<file path="src/rtl/alu_pkg.sv">
// Shared opcode constants, FSM state encoding and queue entry layout for the
// ALU operation sequencer.
package alu_pkg;

    localparam logic [3:0] OP_NOP = 4'h0;
    localparam logic [3:0] OP_ADD = 4'h1;
    localparam logic [3:0] OP_SUB = 4'h2;
    localparam logic [3:0] OP_AND = 4'h3;
    localparam logic [3:0] OP_OR  = 4'h4;
    localparam logic [3:0] OP_XOR = 4'h5;
    localparam logic [3:0] OP_SHL = 4'h6;
    localparam logic [3:0] OP_SHR = 4'h7;
    localparam logic [3:0] OP_INC = 4'h8;
    localparam logic [3:0] OP_DEC = 4'h9;

    // NOP drives nothing downstream, so it is safe to present while idle.
    localparam logic [3:0] IDLE_SEL_DEFAULT = OP_NOP;

    typedef enum logic [1:0] {
        ST_IDLE    = 2'd0,
        ST_ISSUE   = 2'd1,
        ST_SETTLE  = 2'd2,
        ST_CAPTURE = 2'd3
    } alu_state_t;

    typedef struct packed {
        logic [3:0] sel;
        logic [7:0] data;
    } op_entry_t;

    function automatic op_entry_t make_entry(input logic [3:0] sel, input logic [7:0] data);
        op_entry_t e;
        e.sel  = sel;
        e.data = data;
        return e;
    endfunction

endpackage

</file>
<file path="src/rtl/alu_op_sequencer_if.sv">
// Switch/button inputs, ALU drive/return and status of the operation sequencer.
// Handshake: push/step act only on their rising edge; done is a one-cycle pulse.
interface alu_op_sequencer_if
    import alu_pkg::*;
#(
    parameter int DEPTH = 8
);
    logic [3:0]              sw_sel;
    logic signed [7:0]       sw_data;
    logic                    push;
    logic                    step;
    logic                    run;
    logic signed [7:0]       alu_y;

    logic [3:0]              selector;
    logic signed [7:0]       data_out;
    logic signed [7:0]       result_q;
    logic                    done;
    logic                    busy;
    logic [$clog2(DEPTH):0]  count;
    logic                    full;
    logic                    empty;
    logic                    overflow;
    alu_state_t              state;

    modport master (
        output sw_sel, sw_data, push, step, run, alu_y,
        input  selector, data_out, result_q, done, busy, count, full, empty, overflow, state
    );

    modport slave (
        input  sw_sel, sw_data, push, step, run, alu_y,
        output selector, data_out, result_q, done, busy, count, full, empty, overflow, state
    );

endinterface

</file>
<file path="src/rtl/op_fifo.sv">
// Circular FIFO of {sel, data} operation entries; a push while full is still
// accepted when a pop happens in the same cycle.
module op_fifo
    import alu_pkg::*;
#(
    parameter int DEPTH = 8
) (
    input  logic                   clk,
    input  logic                   reset,
    input  logic                   push,
    input  logic                   pop,
    input  op_entry_t              din,
    output op_entry_t              dout,
    output logic [$clog2(DEPTH):0] count,
    output logic                   full,
    output logic                   empty
);

    localparam int AW = $clog2(DEPTH);
    localparam int CW = AW + 1;

    op_entry_t        mem [DEPTH];
    logic [AW-1:0]    wr_ptr;
    logic [AW-1:0]    rd_ptr;
    logic [CW-1:0]    cnt;
    logic             do_push;
    logic             do_pop;

    assign empty   = (cnt == '0);
    assign full    = (cnt == CW'(DEPTH));
    assign do_pop  = pop && !empty;
    assign do_push = push && (!full || do_pop);
    assign dout    = mem[rd_ptr];
    assign count   = cnt;

    always_ff @(posedge clk) begin
        if (do_push) begin
            mem[wr_ptr] <= din;
        end
    end

    // Pointers wrap naturally because DEPTH is a power of two.
    always_ff @(posedge clk) begin
        if (reset) begin
            wr_ptr <= '0;
            rd_ptr <= '0;
            cnt    <= '0;
        end else begin
            if (do_push) begin
                wr_ptr <= wr_ptr + 1'b1;
            end
            if (do_pop) begin
                rd_ptr <= rd_ptr + 1'b1;
            end
            case ({do_push, do_pop})
                2'b10:   cnt <= cnt + 1'b1;
                2'b01:   cnt <= cnt - 1'b1;
                default: cnt <= cnt;
            endcase
        end
    end

endmodule

</file>
<file path="src/rtl/alu_op_sequencer.sv">
// Queues operations from switches and replays them to an external ALU,
// holding selector/operand for a settle window before capturing the result.
module alu_op_sequencer
    import alu_pkg::*;
#(
    parameter int         DEPTH         = 8,
    parameter int         SETTLE_CYCLES = 2,
    parameter logic [3:0] IDLE_SEL      = IDLE_SEL_DEFAULT
) (
    input  logic              clk,
    input  logic              reset,
    alu_op_sequencer_if.slave bus
);

    localparam int SCW = $clog2(SETTLE_CYCLES + 1);

    logic                   push_q;
    logic                   step_q;
    logic                   run_q;
    logic                   push_edge;
    logic                   step_edge;
    logic                   run_edge;

    alu_state_t             state;
    logic [SCW-1:0]         settle_cnt;
    logic [3:0]             selector_r;
    logic [7:0]             data_r;
    logic [7:0]             result_r;
    logic                   done_r;
    logic                   overflow_r;

    logic                   fifo_pop;
    op_entry_t              fifo_din;
    op_entry_t              fifo_dout;
    logic [$clog2(DEPTH):0] fifo_count;
    logic                   fifo_full;
    logic                   fifo_empty;
    logic                   start_from_idle;
    logic                   start_from_capture;

    assign push_edge = bus.push && !push_q;
    assign step_edge = bus.step && !step_q;
    assign run_edge  = bus.run  && !run_q;

    assign fifo_din = make_entry(bus.sw_sel, bus.sw_data);
    // The head is latched into selector on entry to ISSUE and removed during
    // ISSUE, so a push arriving in that cycle still finds room in a full queue.
    assign fifo_pop = (state == ST_ISSUE);

    assign start_from_idle    = !fifo_empty && (step_edge || run_edge || bus.run);
    assign start_from_capture = !fifo_empty && bus.run;

    op_fifo #(
        .DEPTH (DEPTH)
    ) u_fifo (
        .clk   (clk),
        .reset (reset),
        .push  (push_edge),
        .pop   (fifo_pop),
        .din   (fifo_din),
        .dout  (fifo_dout),
        .count (fifo_count),
        .full  (fifo_full),
        .empty (fifo_empty)
    );

    always_ff @(posedge clk) begin
        if (reset) begin
            push_q     <= 1'b0;
            step_q     <= 1'b0;
            run_q      <= 1'b0;
            state      <= ST_IDLE;
            settle_cnt <= '0;
            selector_r <= IDLE_SEL;
            data_r     <= '0;
            result_r   <= '0;
            done_r     <= 1'b0;
            overflow_r <= 1'b0;
        end else begin
            push_q <= bus.push;
            step_q <= bus.step;
            run_q  <= bus.run;
            done_r <= 1'b0;

            if (push_edge && fifo_full && !fifo_pop) begin
                overflow_r <= 1'b1;
            end

            case (state)
                ST_IDLE: begin
                    if (start_from_idle) begin
                        state      <= ST_ISSUE;
                        selector_r <= fifo_dout.sel;
                        data_r     <= fifo_dout.data;
                    end
                end
                ST_ISSUE: begin
                    state      <= ST_SETTLE;
                    settle_cnt <= SCW'(SETTLE_CYCLES);
                end
                ST_SETTLE: begin
                    if (settle_cnt <= SCW'(1)) begin
                        state      <= ST_CAPTURE;
                        settle_cnt <= '0;
                        result_r   <= bus.alu_y;
                        done_r     <= 1'b1;
                    end else begin
                        settle_cnt <= settle_cnt - 1'b1;
                    end
                end
                ST_CAPTURE: begin
                    if (start_from_capture) begin
                        state      <= ST_ISSUE;
                        selector_r <= fifo_dout.sel;
                        data_r     <= fifo_dout.data;
                    end else begin
                        state      <= ST_IDLE;
                        selector_r <= IDLE_SEL;
                        data_r     <= '0;
                    end
                end
                default: begin
                    state      <= ST_IDLE;
                    selector_r <= IDLE_SEL;
                    data_r     <= '0;
                end
            endcase
        end
    end

    assign bus.selector = selector_r;
    assign bus.data_out = data_r;
    assign bus.result_q = result_r;
    assign bus.done     = done_r;
    assign bus.busy     = (state != ST_IDLE);
    assign bus.count    = fifo_count;
    assign bus.full     = fifo_full;
    assign bus.empty    = fifo_empty;
    assign bus.overflow = overflow_r;
    assign bus.state    = state;

endmodule

</file>
<file path="src/flat_wrapper.sv">
// flat-port wrapper written by rule: the top's interface ports become plain ports
module alu_op_sequencer_flat import alu_pkg::*;
#(
    parameter int         DEPTH         = 8,
    parameter int         SETTLE_CYCLES = 2,
    parameter logic [3:0] IDLE_SEL      = IDLE_SEL_DEFAULT
)
  (clk, reset, bus_sw_sel, bus_sw_data, bus_push, bus_step, bus_run, bus_alu_y, bus_selector, bus_data_out, bus_result_q, bus_done, bus_busy, bus_count, bus_full, bus_empty, bus_overflow, bus_state);
  alu_op_sequencer_if #(.DEPTH(DEPTH)) bus_i ();
  input  logic clk;
  input  logic reset;
  input wire logic [$bits(bus_i.sw_sel)-1:0] bus_sw_sel;
  input wire logic [$bits(bus_i.sw_data)-1:0] bus_sw_data;
  input wire logic [$bits(bus_i.push)-1:0] bus_push;
  input wire logic [$bits(bus_i.step)-1:0] bus_step;
  input wire logic [$bits(bus_i.run)-1:0] bus_run;
  input wire logic [$bits(bus_i.alu_y)-1:0] bus_alu_y;
  output wire logic [$bits(bus_i.selector)-1:0] bus_selector;
  output wire logic [$bits(bus_i.data_out)-1:0] bus_data_out;
  output wire logic [$bits(bus_i.result_q)-1:0] bus_result_q;
  output wire logic [$bits(bus_i.done)-1:0] bus_done;
  output wire logic [$bits(bus_i.busy)-1:0] bus_busy;
  output wire logic [$bits(bus_i.count)-1:0] bus_count;
  output wire logic [$bits(bus_i.full)-1:0] bus_full;
  output wire logic [$bits(bus_i.empty)-1:0] bus_empty;
  output wire logic [$bits(bus_i.overflow)-1:0] bus_overflow;
  output wire logic [$bits(bus_i.state)-1:0] bus_state;
  assign bus_i.sw_sel = bus_sw_sel;
  assign bus_i.sw_data = bus_sw_data;
  assign bus_i.push = bus_push;
  assign bus_i.step = bus_step;
  assign bus_i.run = bus_run;
  assign bus_i.alu_y = bus_alu_y;
  assign bus_selector = bus_i.selector;
  assign bus_data_out = bus_i.data_out;
  assign bus_result_q = bus_i.result_q;
  assign bus_done = bus_i.done;
  assign bus_busy = bus_i.busy;
  assign bus_count = bus_i.count;
  assign bus_full = bus_i.full;
  assign bus_empty = bus_i.empty;
  assign bus_overflow = bus_i.overflow;
  assign bus_state = bus_i.state;
  alu_op_sequencer #(.DEPTH(DEPTH), .SETTLE_CYCLES(SETTLE_CYCLES), .IDLE_SEL(IDLE_SEL)) u_core (.clk(clk), .reset(reset), .bus(bus_i));
endmodule
</file>
<file path="config.mk">
export PLATFORM = sky130hd
export DESIGN_NAME = alu_op_sequencer_flat
export DESIGN_NICKNAME = d
export VERILOG_FILES = /design/src/rtl/alu_pkg.sv /design/src/rtl/alu_op_sequencer_if.sv /design/src/rtl/op_fifo.sv /design/src/rtl/alu_op_sequencer.sv /design/src/flat_wrapper.sv
export SDC_FILE = /design/constraint.sdc
export NUM_CORES = 1
export LEC_CHECK = 0
export BUFFER_PORTS_ARGS = -buffer_cell sky130_fd_sc_hd__buf_2
export CORE_MARGIN = 5
export CORE_UTILIZATION = 35
export DETAILED_ROUTE_END_ITERATION = 7
export GPL_ROUTABILITY_DRIVEN = 0
export PLACE_DENSITY_LB_ADDON = 0.12
export SETUP_SLACK_MARGIN = 0.4
export SKIP_CTS_REPAIR_TIMING = 1
export SLEW_MARGIN = 20
export SYNTH_ARGS = -nofsm -noshare
export SYNTH_HDL_FRONTEND = slang
export SYNTH_SLANG_ARGS = --single-unit
</file>
<file path="constraint.sdc">
create_clock -name clk -period 3.85 [get_ports clk]
set_input_delay 0.385 -clock clk [delete_from_list [all_inputs] [get_ports clk]]
set_output_delay 0.385 -clock clk [all_outputs]
set_load 0.02 [all_outputs]
</file>
==> results_dict.tcl <==
set metrics [dict create \
    postLayoutCellArea_sq_um 6540 \
    cts_tree "yes" \
    fillers 1402 \
    final_antenna_net_count 0 \
    synth.most_common_cell "edfxtp_1" \
    ir_drop_mv 0.314 \
    synth_edf_count 96 \
    drtPass1Iterations 4 \
    die_h_um 135 \
    clk_latency_ns 0.41 \
    place_hpwl_mm 6.89 \
    antenna_cells 0 \
    layout-drive-gt1-share_pct 36.0 \
    clock_path_buffers 2 \
    ys_top_cells_by_count "edfxtp_1, dfxtp_1, mux4_2" \
    rsz0062_at_grt "false" \
    leakagePower_nw 2.34 \
    root_buffer "clkbuf_16" \
    grt_pass1_wl_mm 17.3 \
    syn_inst 338 \
    pin_count 56 \
    cts-buffers-inserted 17 \
    drt-wirelength-per-cell_um 17.9 \
    ys_top_cells_by_area "edfxtp_1, dfxtp_1, mux4_2, mux2_2, a22o_2" \
    yosysTopAreaCellShare_pct 53.0 \
    synth-seq-cells 137 \
    outcome "finished, final reports clean" \
    power_mw 3.99 \
    arrival_ns 2.48 \
    grtUsageTotal_pct 12.7 \
    critPathLaunchType "register" \
    num_rows 45 \
    setup_ws_ns 1.49 \
    worst_slew_pin_slew_ns 0.758 \
    antenna_found_initial 0 \
    setup_viol 0 \
    yosysUniqueCellTypes 45 \
    drv_cap 0 \
    cp_data_required_time_ns 3.97 \
    endpoint_kind "register" \
    syn_avg_cell_area_sq_um 16.1 \
    htreeDepth 4 \
    clk_pin_slew_ns 0.06 \
    drc 0 \
    crit_fanout 10 \
    critPathKind "reg -> reg" \
    area_growth_pct 20.3 \
    synth_seq_area_share_pct 68.1 \
    drtIter0Drc 189 \
    fin_setup_tns_ns 0 \
    dieArea_sq_um 18100 \
    vias 3021 \
    wirelength_mm 10.9 \
    dpl_cell_area_sq_um 5970 \
    fmax_mhz 424 \
    power_density_nw_per_um2 610 \
    grt_max_degree 33 \
    yosys_warnings 0 \
    syn-num-nets 371 \
    fp.dieW_um 135 \
    final_util_pct 43.0 \
    synthArstFlopShare_pct 0 \
    skew_ns 0.00903 \
    drv_slew 0 \
    finalCritPeriodShare_pct 61.2 \
    grt_pass1_vias 3113 \
    hold_viol_final 0 \
    synth_flop_cell "edfxtp_1" \
    fin_crit_ns 2.36 \
    viasPerCell 4.98 \
    nets 439 \
    yosys.area.top_type "edfxtp_1" \
    port_buffers 55 \
    cts_sinks 137 \
    post-place-ws_ns 1.45 \
    core_sq_um 15200 \
    relSlewSlack_pct 49.4 \
    holdCritPathClass "in -> reg" \
    start_util_pct 35.8 \
    grt-ovfl-total 0 \
    synth_area_sq_um 5440 \
]
==> path summary, 6_finish.rpt <==
path / depth (start not counted) / startpoint / endpoint / slack [ns]
max: 6 / u_core.bus.state[1] / u_core.u_fifo.mem[6][0] / 1.49
min: 2 / bus_step / u_core.step_q / 0.21
min reg2reg: 2 / u_core.bus.result_q[6] / u_core.bus.result_q[6] / 0.46
max reg2reg: 6 / u_core.bus.state[1] / u_core.u_fifo.mem[6][0] / 1.49
==> routing by layer <==
metal  wire (um)  track usage (%)  vias to the layer above
met5           0                0                        -
met3         364             3.58                       19
met1        5050             16.9                     1524
li1            -                -                     1437
met4         247             5.37                        0
met2        5230             19.7                       41
==> cells in the final DEF (no fill, tap or decap), types with 4 or more instances in the layout <==
| cell type | instances |
|---|---|
| edfxtp_1 | 96 |
| buf_2 | 55 |
| dfxtp_1 | 41 |
| mux4_2 | 24 |
| nand2_1 | 22 |
| nor2_1 | 20 |
| clkbuf_16 | 17 |
| a21oi_1 | 15 |
| mux2_2 | 13 |
| buf_4 | 11 |
| a22o_2 | 10 |
| ha_1 | 8 |
| nor2b_1 | 7 |
| inv_1 | 6 |
| nand2b_1 | 5 |
| o21ai_0 | 5 |
| xor2_1 | 5 |
| nor3_2 | 4 |
==> power breakdown <==
part           leakage, nW  internal, mW  switching (mW)  total, mW
logic                0.870         0.267           0.411      0.678
clock network        0.263         0.948           0.597       1.54
registers             1.20          1.68          0.0867       1.76
total                 2.34          2.89            1.09       3.99
==> stage by stage <==
stage	cells	hold slack [ns]
6_report	607	0.210
5_1_grt	607	0.200
4_1_cts	606	0.196
3_5_place_dp	574	0.453
3_3_place_gp	574	0.440
2_1_floorplan	338	0.462
==> area by class of cell <==
cell class | count | area [sq um] | area share [%]
Multi-Input combinational cell | 177 | 1650 | 25.2
Clock buffer | 20 | 437 | 6.68
Sequential cell | 137 | 3700 | 56.6
Tap cell | 188 | 235 | 3.60
Timing Repair Buffer | 67 | 369 | 5.64
Clock inverter | 12 | 125 | 1.91
Inverter | 6 | 22.5 | 0.344
==> logic make-up (layout without fill, tap and decap cells) <==
group                    Yosys count  in the layout  synth area share (%)
AO/OA/AOI/OAI                     48             48                  6.90
XOR/XNOR                           7              7                  1.13
flip-flops                       137            137                  68.1
buffers and inverters             24            105                  2.28
multiplexers                      41             41                  13.4
AND/OR/NAND/NOR                   73             73                  6.33
adder cells (fa/ha/maj)            8              8                  1.84
==> flip-flops by register name, indices dropped and copies added, names as in the netlist, 2 cells and up, named ones only <==
name,flops
u_core.bus.data_out,8
u_core.bus.result_q,8
u_core.bus.selector,4
u_core.bus.state,2
u_core.settle_cnt,2
u_core.u_fifo.count,4
u_core.u_fifo.mem,96
u_core.u_fifo.rd_ptr,3
u_core.u_fifo.wr_ptr,3
==> worst max-delay path, cell delays in order (launching register included) <==
cell and delay, ns:
dfxtp_1 0.36, inv_1 0.12, ha_1 0.40, or2b_1 0.25, o211ai_1 0.18, nor2_1 0.50, buf_4 0.27
No activity file was read; power rests on OpenSTA's default activity.
